==> config.mk <==
export PLATFORM = sky130hd
export DESIGN_NAME = osd_spi_sequencer
export DESIGN_NICKNAME = d
export VERILOG_FILES = /design/src/rtl/osd_spi_sequencer.sv
export SDC_FILE = /design/constraint.sdc
export NUM_CORES = 1
export LEC_CHECK = 0
export BUFFER_PORTS_ARGS = -buffer_cell sky130_fd_sc_hd__buf_2
export CORE_AREA = 2 2 59 61
export DETAILED_ROUTE_END_ITERATION = 12
export DIE_AREA = 0 0 61 63
export GPL_TIMING_DRIVEN = 0
export HOLD_SLACK_MARGIN = 0.05
export PLACE_DENSITY = 0.88
export SYNTH_ARGS = -nofsm -noshare
export SYNTH_HDL_FRONTEND = slang
export SYNTH_SLANG_ARGS = --single-unit
==> constraint.sdc <==
create_clock -name clk -period 4.6 [get_ports clk]
set_input_delay 0.69 -clock clk [delete_from_list [all_inputs] [get_ports clk]]
set_output_delay 0.69 -clock clk [all_outputs]
set_load 0.02 [all_outputs]
==> src/rtl/osd_spi_sequencer.sv <==
// ---------------------------------------------------------------------------
// osd_spi_sequencer
//
// Core-side SPI master for the OSD overlay's SPI port. It lets core logic
// enable or disable the OSD, or write one OSD line, without the IO controller.
// One command is accepted at a time. It is framed with ss low and shifted out
// MSB first. Write-line commands then pull LINE_BYTES payload bytes through a
// valid/ready handshake.
//
// Parameters
//   CLK_DIV    : sck half-period in clk cycles (1..255)
//   LINE_BYTES : payload bytes per line-write command
//
// Ports
//   clk       in   system clock
//   reset_n   in   asynchronous active-low reset
//   req       in   command request, sampled only while busy=0
//   req_cmd   in   0=disable (0x40), 1=enable (0x41), 2=write line, 3=reserved
//   req_line  in   OSD line (0..7) for write line (command 0x20|line)
//   busy      out  high from request acceptance until the done cycle
//   done      out  single-cycle pulse at the end of a transaction
//   wr_data   in   payload byte
//   wr_valid  in   payload byte available
//   wr_ready  out  sequencer ready to take a payload byte
//   sck       out  SPI clock, idle low
//   ss        out  SPI select, active low, idle high
//   sdi       out  SPI data to the OSD
// ---------------------------------------------------------------------------
module osd_spi_sequencer #(
  parameter int CLK_DIV    = 4,
  parameter int LINE_BYTES = 256
) (
  input  logic       clk,
  input  logic       reset_n,
  input  logic       req,
  input  logic [1:0] req_cmd,
  input  logic [2:0] req_line,
  output logic       busy,
  output logic       done,
  input  logic [7:0] wr_data,
  input  logic       wr_valid,
  output logic       wr_ready,
  output logic       sck,
  output logic       ss,
  output logic       sdi
);

  typedef enum logic [2:0] {
    IDLE  = 3'd0,
    LOW   = 3'd1,
    HIGH  = 3'd2,
    FETCH = 3'd3,
    TAIL  = 3'd4,
    GAP   = 3'd5
  } state_t;

  // The divider counts down from CLK_DIV-1, so a phase lasts CLK_DIV cycles.
  localparam logic [7:0] DIV_LAST  = 8'(CLK_DIV - 1);
  localparam logic [8:0] PAY_TOTAL = 9'(LINE_BYTES);

  state_t      state;
  state_t      state_nxt;
  logic [7:0]  div_cnt;
  logic [2:0]  bit_cnt;
  logic [8:0]  pay_cnt;
  logic [7:0]  shreg;
  logic        is_write;
  logic        gap_half;

  logic        div_end;
  logic        accept;
  logic        take_byte;
  logic        byte_end;
  logic        more_payload;
  logic        gap_exit;
  logic [7:0]  cmd_byte;

  assign div_end      = (div_cnt == 8'd0);
  assign accept       = (state == IDLE) && req && (req_cmd != 2'd3);
  assign take_byte    = (state == FETCH) && wr_valid;
  assign byte_end     = (bit_cnt == 3'd7);
  assign more_payload = is_write && (pay_cnt < PAY_TOTAL);
  // GAP spans two divider periods; gap_half marks the second one.
  assign gap_exit     = (state == GAP) && div_end && gap_half;

  // Command byte encoding for the OSD receiver.
  always_comb begin
    cmd_byte = 8'h00;
    case (req_cmd)
      2'd0:    cmd_byte = 8'h40;
      2'd1:    cmd_byte = 8'h41;
      2'd2:    cmd_byte = {5'b00100, req_line};
      default: cmd_byte = 8'h00;
    endcase
  end

  // State register. Asserting reset drops straight back to IDLE, which
  // deselects the OSD at once and aborts any partial byte.
  always_ff @(posedge clk or negedge reset_n) begin
    if (!reset_n) begin
      state <= IDLE;
    end else begin
      state <= state_nxt;
    end
  end

  // Next-state logic: every timed phase waits for the divider to expire.
  // FETCH has no timeout and waits as long as the payload source stalls.
  always_comb begin
    state_nxt = state;
    case (state)
      IDLE: begin
        if (accept) state_nxt = LOW;
      end
      LOW: begin
        if (div_end) state_nxt = HIGH;
      end
      HIGH: begin
        if (div_end) begin
          if (!byte_end)         state_nxt = LOW;
          else if (more_payload) state_nxt = FETCH;
          else                   state_nxt = TAIL;
        end
      end
      FETCH: begin
        if (take_byte) state_nxt = LOW;
      end
      TAIL: begin
        if (div_end) state_nxt = GAP;
      end
      GAP: begin
        if (gap_exit) state_nxt = IDLE;
      end
      default: state_nxt = IDLE;
    endcase
  end

  // Datapath: divider, bit and payload counters, shift register and the
  // done pulse. The divider reloads on every phase change and also at the
  // midpoint of GAP.
  always_ff @(posedge clk or negedge reset_n) begin
    if (!reset_n) begin
      div_cnt  <= 8'd0;
      bit_cnt  <= 3'd0;
      pay_cnt  <= 9'd0;
      shreg    <= 8'd0;
      is_write <= 1'b0;
      gap_half <= 1'b0;
      done     <= 1'b0;
    end else begin
      done <= gap_exit;

      if ((state_nxt != state) || div_end) begin
        div_cnt <= DIV_LAST;
      end else begin
        div_cnt <= div_cnt - 8'd1;
      end

      if (accept) begin
        bit_cnt <= 3'd0;
      end else if ((state == HIGH) && div_end) begin
        bit_cnt <= bit_cnt + 3'd1;
      end

      if (state == IDLE) begin
        pay_cnt <= 9'd0;
      end else if (take_byte) begin
        pay_cnt <= pay_cnt + 9'd1;
      end

      // Shift on the falling sck edge so sdi settles a half period before
      // the next rising edge. At byte end the last bit is held.
      if (accept) begin
        shreg <= cmd_byte;
      end else if (take_byte) begin
        shreg <= wr_data;
      end else if ((state == HIGH) && div_end && !byte_end) begin
        shreg <= {shreg[6:0], 1'b0};
      end

      if (accept) begin
        is_write <= (req_cmd == 2'd2);
      end

      if (state != GAP) begin
        gap_half <= 1'b0;
      end else if (div_end) begin
        gap_half <= 1'b1;
      end
    end
  end

  // Moore outputs decoded from the state. sdi holds the current bit while
  // the frame is open and returns low once ss rises.
  always_comb begin
    sck      = 1'b0;
    ss       = 1'b1;
    sdi      = 1'b0;
    busy     = 1'b0;
    wr_ready = 1'b0;
    case (state)
      IDLE: begin
        busy = 1'b0;
      end
      LOW: begin
        ss   = 1'b0;
        sdi  = shreg[7];
        busy = 1'b1;
      end
      HIGH: begin
        sck  = 1'b1;
        ss   = 1'b0;
        sdi  = shreg[7];
        busy = 1'b1;
      end
      FETCH: begin
        ss       = 1'b0;
        sdi      = shreg[7];
        busy     = 1'b1;
        wr_ready = 1'b1;
      end
      TAIL: begin
        ss   = 1'b0;
        sdi  = shreg[7];
        busy = 1'b1;
      end
      GAP: begin
        busy = 1'b1;
      end
      default: begin
        busy = 1'b0;
      end
    endcase
  end

endmodule

[Yosys cells after proc, flatten, opt, wreduce, memory -nomap -nowiden]
Index checks and enable logic that the tools add are counted.
Word-level totals
  register bits: 34
  bits in latches: 0
  RAM bits: 0
  memory bits (read-only): 0
  input bits: 17
  output and inout bits: 6
  word-level logic and storage cells: 67
  memories kept: 0
Cells by class
  add/subtract/negate cells: 3
  multiply operators: 0
  divide/modulo/power cells: 0
  $lt $le $gt $ge: 1
  equality and inequality tests: 11
  shift operators: 0
  muxes and demuxes: 25
  bitwise operators: 0
  reduce and logical (&&, ||, !) cells: 19
Operators by type and width (number)
  $mux W8: 4
  $mux W3: 10
  $pmux W7 S3: 1
  $mux W9: 2
  $pmux W3 S6: 1
  $add A9 B1 Y9 const B: 1
  $eq A3 B3 Y1 const B: 3
  $lt A9 B9 Y1 const B: 1
  $logic_and A1 B1 Y1: 8
  $logic_not A8 Y1: 1
  $sub A8 B1 Y8 const B: 1
  $mux W1: 7
  $eq A3 B2 Y1 const B: 2
  $reduce_bool A2 Y1: 3
  $reduce_or A5 Y1: 1
  $reduce_or A4 Y1: 1
  $add A3 B1 Y3 const B: 1
  $eq A3 B1 Y1 const B: 1
  $logic_not A3 Y1: 1
  $ne A3 B3 Y1: 1
  $ne A3 B3 Y1 const B: 1
  $reduce_bool A3 Y1: 1
  $eq A2 B1 Y1 const B: 1
  $eq A2 B2 Y1 const B: 1
  other kinds (4): 4

[Longest topological paths before layout]
Gate-level depths: netlist (run 1).
  word-level depth: 9
  mapped depth: 8
  depth with buffers taken out: 6

[Worst setup path after synthesis (run 1)]
No wires, ideal clock.
  kind: in2reg
  from: in req
  to: reg shreg[0]
  setup time: 0.125 ns
  arrival: 2.043 ns
  required time: 4.475 ns
  slack: 2.433 ns
  cell stages on the path: 6
  path buffers: 2
  cell sequence: or4b_1 -> clkbuf_2 -> a21oi_4 -> a311o_2 -> buf_6 -> mux2_2
On the way
  word-level cells in the longest chain between the ends: 3
  elaborated cells on any way between the ends: 4
  classes of those cells: mux (1); reduce/logical (3)
Ends and longest elaborated chain
  start: declaration: line 35  | input logic req,
  $logic_and A1 B1 Y1 * (2 in series): line 79  | assign accept = (state == IDLE) && req && (req_cmd != 2'd3);
  $reduce_bool A3 Y1 (no line) / $mux W8 (equally long branches)
  end signal: assignment: line 174  | shreg <= cmd_byte;
  end signal: assignment: line 176  | shreg <= wr_data;
  end signal: assignment: line 178  | shreg <= {shreg[6:0], 1'b0};
  end: declaration: line 66  | logic [7:0] shreg;
Mark *: on every way between the ends. The rest lies on a longest branch, timed or not.
A chain may end at the register's enable or synchronous reset.

[Worst setup path after layout (run 1)]
  from: reg state[0]
  to: out busy
On the way
  word-level cells in the longest chain between the ends: 3
  elaborated cells on any way between the ends: 7
  classes of those cells: eq/ne (5); mux (1); reduce/logical (1)
Ends and longest elaborated chain
  start: declaration: line 61  | state_t state;
  start signal: assignment: line 103  | state <= state_nxt;
  $eq A3 B2 Y1 (tied with other cells): line 201  | case (state)
  $reduce_or A5 Y1 (no line) *
  $mux W1 *: line 201
  end: declaration: line 38  | output logic busy,
Marked as above.

==> results of run 1 <==
==> cells by family (layout without fill, tap and decap cells) <==
group	count (synthesis)	count (layout)	share of synthesized area, %
multiplexers	12	12	7.15
AND/OR/NAND/NOR	84	84	21.8
XOR/XNOR	14	14	6.74
adder cells (fa/ha/maj)	4	4	2.75
buffers and inverters	17	45	4.05
flip-flops	34	34	46.7
AO/OA/AOI/OAI	31	31	10.8
==> placed cells by master, fill, tap and decap left out, types with 2 or more instances in the layout <==
cell type,n
mux2_2,8
buf_2,22
clkbuf_4,5
a21oi_1,13
buf_1,2
clkbuf_1,5
and3_1,3
a21o_1,2
nand3_1,7
a31oi_1,2
nor4_1,2
ha_1,4
mux2i_1,4
o21ai_0,6
nor2_1,24
nor3_1,5
xnor2_1,7
nor2b_1,4
nand2_1,26
inv_1,7
dfrtp_1,34
xor2_1,7
nand4_1,4
nand2b_1,2
o22ai_1,3
==> flip-flops by register name, summed over array words and instances, names as in the netlist <==
| register | cells |
|---|---|
| pay_cnt | 9 |
| div_cnt | 8 |
| shreg | 8 |
| bit_cnt | 3 |
| state | 3 |
| done | 1 |
| gap_half | 1 |
| is_write | 1 |
==> layout make-up <==
class / count / area, µm² / share of cell area [%]
Clock inverter: 1 / 30.0 / 1.45
Tap cell: 46 / 57.6 / 2.79
Inverter: 7 / 26.3 / 1.27
Buffer: 10 / 47.5 / 2.30
Timing Repair Buffer: 21 / 105 / 5.09
Clock buffer: 6 / 51.3 / 2.48
Multi-Input combinational cell: 145 / 896 / 43.4
Sequential cell: 34 / 851 / 41.2
==> through the flow <==
stage                     setup slack [ns]  std cells
after floorplan                       2.43        196
after global placement                2.21        263
after detailed placement              2.19        263
after CTS                             2.03        270
after global routing                  1.91        270
final                                 2.05        270
==> worst paths after layout <==
kind	endpoint	slack, ns	from
worst max-delay path	busy	2.05	state[0]
worst min register to register	div_cnt[0]	0.48	div_cnt[0]
min in group clk	div_cnt[0]	0.48	div_cnt[0]
max in group asynchronous	pay_cnt[5]	3.74	reset_n
worst min-delay path	div_cnt[3]	0.39	reset_n
worst max register to register	shreg[7]	2.42	div_cnt[2]
==> per-layer routing <==
metal / global-route usage [%] / vias up / share of wire [%]
li1: - / 728 / -
met1: 25.5 / 705 / 42
met2: 32.8 / 24 / 52
met3: 5.18 / 8 / 3.9
met4: 13.0 / 0 / 2.0
met5: 0 / - / 0
==> report_power, final <==
group,internal [µW],switching (µW)
combinational,159,212
clock,126,100
sequential,375,55.8
==> out/results.txt, run 1 <==
CP startpoint kind: flip-flop
Leak: 0.000956 µW
Worst VDD drop: 0.000259 V
Synth unique cells: 38
Fin util: 63.9%
Critical path endpoint category: primary output
Ys flop type: dfrtp_1
Area contributors post-synth: dfrtp_1, nand2_1, mux2_2, nor2_1, a21oi_1
Worst path top cell family by delay: buffers and inverters
Core area: 0.00323 mm²
Largest net degree at the start of global routing: 35
CP Data Arrival Time: 1.86 ns
Antenna cells: 0
Clk_skew: 0.00718 ns
Router iterations before antenna repair: 5
Placed inst area: 0.00198 mm²
DR vias: 1465
Worst Tran Pin Value: 0.743 ns
Final Cell Area: 0.00206 mm²
H-Tree Depth: 2
Synth Net Count: 217
Top-count cell post-synth: dfrtp_1
Post-CTS Setup Repair Bufs: 0
Die W: 61 µm
Mapped Area: 0.00182 mm²
Avg Inst Size Synth: 9.29 µm²
Initial antenna violation count: 0
Area leader, netlist: dfrtp_1
DRC violations left: 0
Achievable frequency: 392 MHz
Max cap viols: 0
R2R cell count: 6
Max Slew Vio Count: 0
Final setup vio count: 0
Synth warnings: 0
Final hold violation count: 0
Critical Path RT: 3.91 ns
DIE AREA: 0.00384 mm²
GRT overflow: 0
Slowest stage delay, CP: 0.42 ns
CTS buffer count: 5
Fillers: 284
Initial Utilization: 56.3%
RSZ-0062 raised after global routing: no
Sequential share of the synthesized area: 46.7%
Clock Tree Root: clkbuf_4
GRT Total Usage: 21.1%
Yosys top cell area share: 46.7%
Final WL: 3500 µm
Latest clock arrival within the worst-skew pair: 0.35 ns
Fin Setup TNS: 0 ns
Share of layout cells above drive strength 1: 18.8%
Worst path bufs/invs: 3
Drt initial violations: 49
Die height: 63 µm
Status: finished clean
Synth Register Bits: 34
Clock transition at path regs: 0.10 ns
Crit path depth: 5
Min Tclk post-route: 2.55 ns
CTS tree: done
Clock sink count: 34
Commonest cells in the netlist: dfrtp_1, nand2_1, nor2_1, a21oi_1, mux2_2
CP Cell Sequence: clkbuf_1, nor3_1, clkbuf_1, a21oi_1, buf_2
Drt wl/cell: 13.0 µm
Slew HR: 50.5%
Fin crit share: 55.5%
Port-buffer cells: 21
Setup CP Type: flip-flop to primary output
Mapped Cells: 196
Post-CTS Resized: 0
Routed vias/inst: 5.43
Worst-path fanout max: 10
Synthesis-to-finish area growth: 13.4%
Vias in the first global route: 1421
CTS Buffer Depth: 2
GP Congestion: 0.813
Nets: 245
DPL Wire Length: 2550 µm
Most frequent CP cell: clkbuf_1
Async set-reset flop share out of synthesis: 100%
Core Rows: 21
First-pass GRT wire length: 6000 µm
Hold WC Path Type: primary input to async pin
Hold_buf cts: 0
Post-synth EDFFs: 0
Worst hold slack: 0.392 ns
Pwr per Cell Area: 498 mW/mm²
IO Pins: 23
CP max-delay cell: dfrtp_1
Antenna-violating nets left: 0
Total power: 1030 µW
Note: power is estimated with default switching activity, not from simulation.
==> run 2, diff against run 1 <==
ABC_AREA = 1   (was unset)
CORE_AREA = 2 2 62 64   (was 2 2 59 61)
DIE_AREA = 0 0 64 66   (was 0 0 61 63)
PLACE_DENSITY = 0.85   (was 0.88)
clock period = 2.4 ns   (was 4.6 ns; I/O delays follow)
==> run 2 against run 1 <==
  * Sequential cell count is the same
  * Global-route usage shrank 0.52 points
  * Final cell count grew 16%
  * Final area grew 5.9%
  * Clock power grew 41%
  * Clock-buffer cell count is the same
  * Largest power group is now combinational cells
  * Highest routed layer unchanged
  * Sequential power grew 89%
  * Register-to-register slack lost 1.9 ns
  * Critical path depth grew 1
==> out/results.txt, run 2 <==
Latest clock arrival within the worst-skew pair: 0.35 ns (about the same)
R2R cell count: 11 (+5)
Setup CP Type: flip-flop to primary output
Antenna-violating nets left: 0 (unchanged)
Reg-to-reg slack, setup: 0.55 ns (-1.87 ns)
Drt wl/cell: 12.2 µm (-5.8%)
Share of layout cells above drive strength 1: 25.2% (+6.4 points)
Largest register FFs: 9 (unchanged)
Worst Tran Pin Value: 0.754 ns (+0.0106 ns)
Synth Area in Adders: 2.55% (-0.20 points)
Pint: 1180 µW (+78%)
Largest regs: pay_cnt: 9 flops, div_cnt: 8 flops, shreg: 8 flops
Sequential power share: 38.8% (-3.1 points)
Total power: 2100 µW (+100%)
CP startpoint kind: flip-flop
Leak: 0.00108 µW (+13%)
DR vias: 1649 (+13%)
Largest net degree at the start of global routing: 35 (unchanged)
Clock transition at path regs: 0.10 ns (about the same)
Critical Path RT: 2.04 ns (-1.87 ns)
Reg2reg start: div_cnt[0]
DPL Wire Length: 2830 µm (+11%)
DIE AREA: 0.00422 mm² (+9.9%)
First-pass GRT wire length: 6660 µm (+11%)
Clock network power share: 15.2% (-6.8 points)
IO Pins: 23 (unchanged)
Router iterations before antenna repair: 4 (-1)
Sequential share of the synthesized area: 43.3% (-3.4 points)
Max cap viols: 0 (unchanged)
Synth Net Count: 259 (+19%)
Clock sink count: 34 (unchanged)
Mapped Cells: 238 (+21%)
Port-buffer cells: 22 (+4.8%)
Core area: 0.00355 mm² (+9.9%)
Core Rows: 22 (+4.8%)
Drt initial violations: 126 (+160%)
Logic pwr share: 46.0% (+10 points)
H-Tree Depth: 2 (unchanged)
Max Slew Vio Count: 0 (unchanged)
Clock Tree Root: clkbuf_4
Non-Filler Instances: 314 (+16%)
Area contributors post-synth: dfrtp_1, nand2_1, inv_1, nor2_1, nand3_1
Switching pwr: 928 µW (+150%)
Nets: 288 (+18%)
Compound-gate portion of the synthesized area: 9.30% (-1.5 points)
Routed vias/inst: 5.25 (-3.2%)
Synth unique cells: 31 (-18%)
Async set-reset flop share out of synthesis: 100% (unchanged)
Most common cell after layout, fill and taps aside: nand2_1
Fin crit share: 81.9%
GRT overflow: 0 (unchanged)
Ys flop type: dfrtp_1
Yosys top cell area share: 43.3% (-3.4 points)
Avg Inst Size Synth: 8.25 µm² (-11%)
Initial antenna violation count: 0 (unchanged)
Area leader, netlist: dfrtp_1
Antenna cells: 0 (unchanged)
CTS buffer count: 5 (unchanged)
Placed instance count: 308 (+17%)
Mux contribution to synthesized area: 0% (-7.1 points)
Commonest cells in the netlist: nand2_1, dfrtp_1, inv_1, nor2_1, nand3_1
Synth Register Bits: 34 (unchanged)
Synth Area in Simple Gates: 33.9% (+12 points)
Worst VDD drop: 0.000396 V (+53%)
Worst-path fanout max: 6 (-4)
Most frequent cells in the layout: nand2_1, dfrtp_1, inv_1
Fin Setup TNS: 0 ns (unchanged)
Slew HR: 49.8% (-0.71 points)
Fin util: 61.6% (-2.3 points)
Final setup vio count: 0 (unchanged)
Largest family of logic cells by synthesized area: simple AND/OR/NAND/NOR gates
Vias in the first global route: 1497 (+5.3%)
Die height: 66 µm (+4.8%)
GP Congestion: 0.850 (+4.6%)
Final hold violation count: 0 (unchanged)
Initial Utilization: 55.3% (-1.0 points)
Pwr per Cell Area: 962 mW/mm² (+93%)
Critical path endpoint category: primary output
Switching share of total power: 44.1% (+8.4 points)
Min Tclk post-route: 1.96 ns
Post-CTS Setup Repair Bufs: 0 (unchanged)
Achievable frequency: 509 MHz
GRT Total Usage: 20.6% (-0.52 points)
Die W: 64 µm (+4.9%)
Fillers: 299 (+5.3%)
Post-CTS Resized: 0 (unchanged)
Xor/xnor share of the synthesized area: 3.12% (-3.6 points)
Hold WC Path Type: primary input to async pin
RSZ-0062 raised after global routing: no
CP Data Arrival Time: 1.60 ns (-0.26 ns)
End of the worst register-to-register path: div_cnt[1]
Post-synth EDFFs: 0 (unchanged)
CTS tree: done
Synth warnings: 0 (unchanged)
Top-count cell post-synth: nand2_1
DRC violations left: 0 (unchanged)
Synthesis-to-finish area growth: 11.3%
Hold_buf cts: 0 (unchanged)
Status: finished clean
Mapped Area: 0.00196 mm² (+7.9%)
Final WL: 3830 µm (+9.6%)
Largest Register: pay_cnt
Worst hold slack: 0.0654 ns (-0.327 ns)
CTS Buffer Depth: 2 (unchanged)
Clk_skew: 0.00735 ns (+0.000166 ns)
run 2: cell type report:
class	instances	area, µm²	area share [%]
buffer	3	21.3	0.973
sequential	34	851	38.9
inverter	35	131	6.01
tap	48	60.1	2.75
clock buffer	6	51.3	2.35
timing repair buffer	22	110	5.04
multi-input combinational	166	961	44.0
run 2: per-layer routing:
| layer | wire (µm) | vias up | global-route usage (%) |
|---|---|---|---|
| li1 | - | 834 | - |
| met1 | 1770 | 782 | 26.7 |
| met2 | 1820 | 26 | 33.1 |
| met3 | 178 | 7 | 5.11 |
| met4 | 65 | 0 | 8.15 |
| met5 | 0 | - | 0 |
run 2: worst max-delay path by stage:
stage / startpoint / to / slack (ns)
after global placement: div_cnt[0] / div_cnt[0] / 0.60
final: state[0] / busy / 0.44
after global routing: state[0] / busy / 0.30
after CTS: state[0] / busy / 0.43
after detailed placement: div_cnt[0] / div_cnt[1] / 0.56
after floorplan: div_cnt[0] / div_cnt[0] / 0.78
run 2: cell families after synthesis:
logic type | Yosys count
DFF | 34
buffers and inverters | 38
adders and majority gates | 4
and+or+nand+nor | 124
xor gates and xnor gates | 7
AOI/OAI and AO/OA | 31
run 2: power by group through the flow:
stage	Sequential, µW	Combinational (µW)	Clock (µW)
after CTS	814	974	323
after global placement	820	941	0
after global routing	836	1070	347
final	815	967	321
after floorplan	802	765	0
after detailed placement	826	967	0
run 2: through the flow:
| stage | setup slack [ns] | cell area [µm²] |
|---|---|---|
| 2_1_floorplan | 0.780 | 1960 |
| 3_3_place_gp | 0.596 | 2130 |
| 3_5_place_dp | 0.556 | 2130 |
| 4_1_cts | 0.426 | 2190 |
| 5_1_grt | 0.296 | 2190 |
| 6_report | 0.436 | 2190 |
run 2: critical path, cell delays in order, from the launching register on:
cell and delay [ns]:
dfrtp_1 0.49, nor2_2 0.20, inv_1 0.05, nor2_1 0.16
inv_1 0.10, o211ai_1 0.08, buf_2 0.18
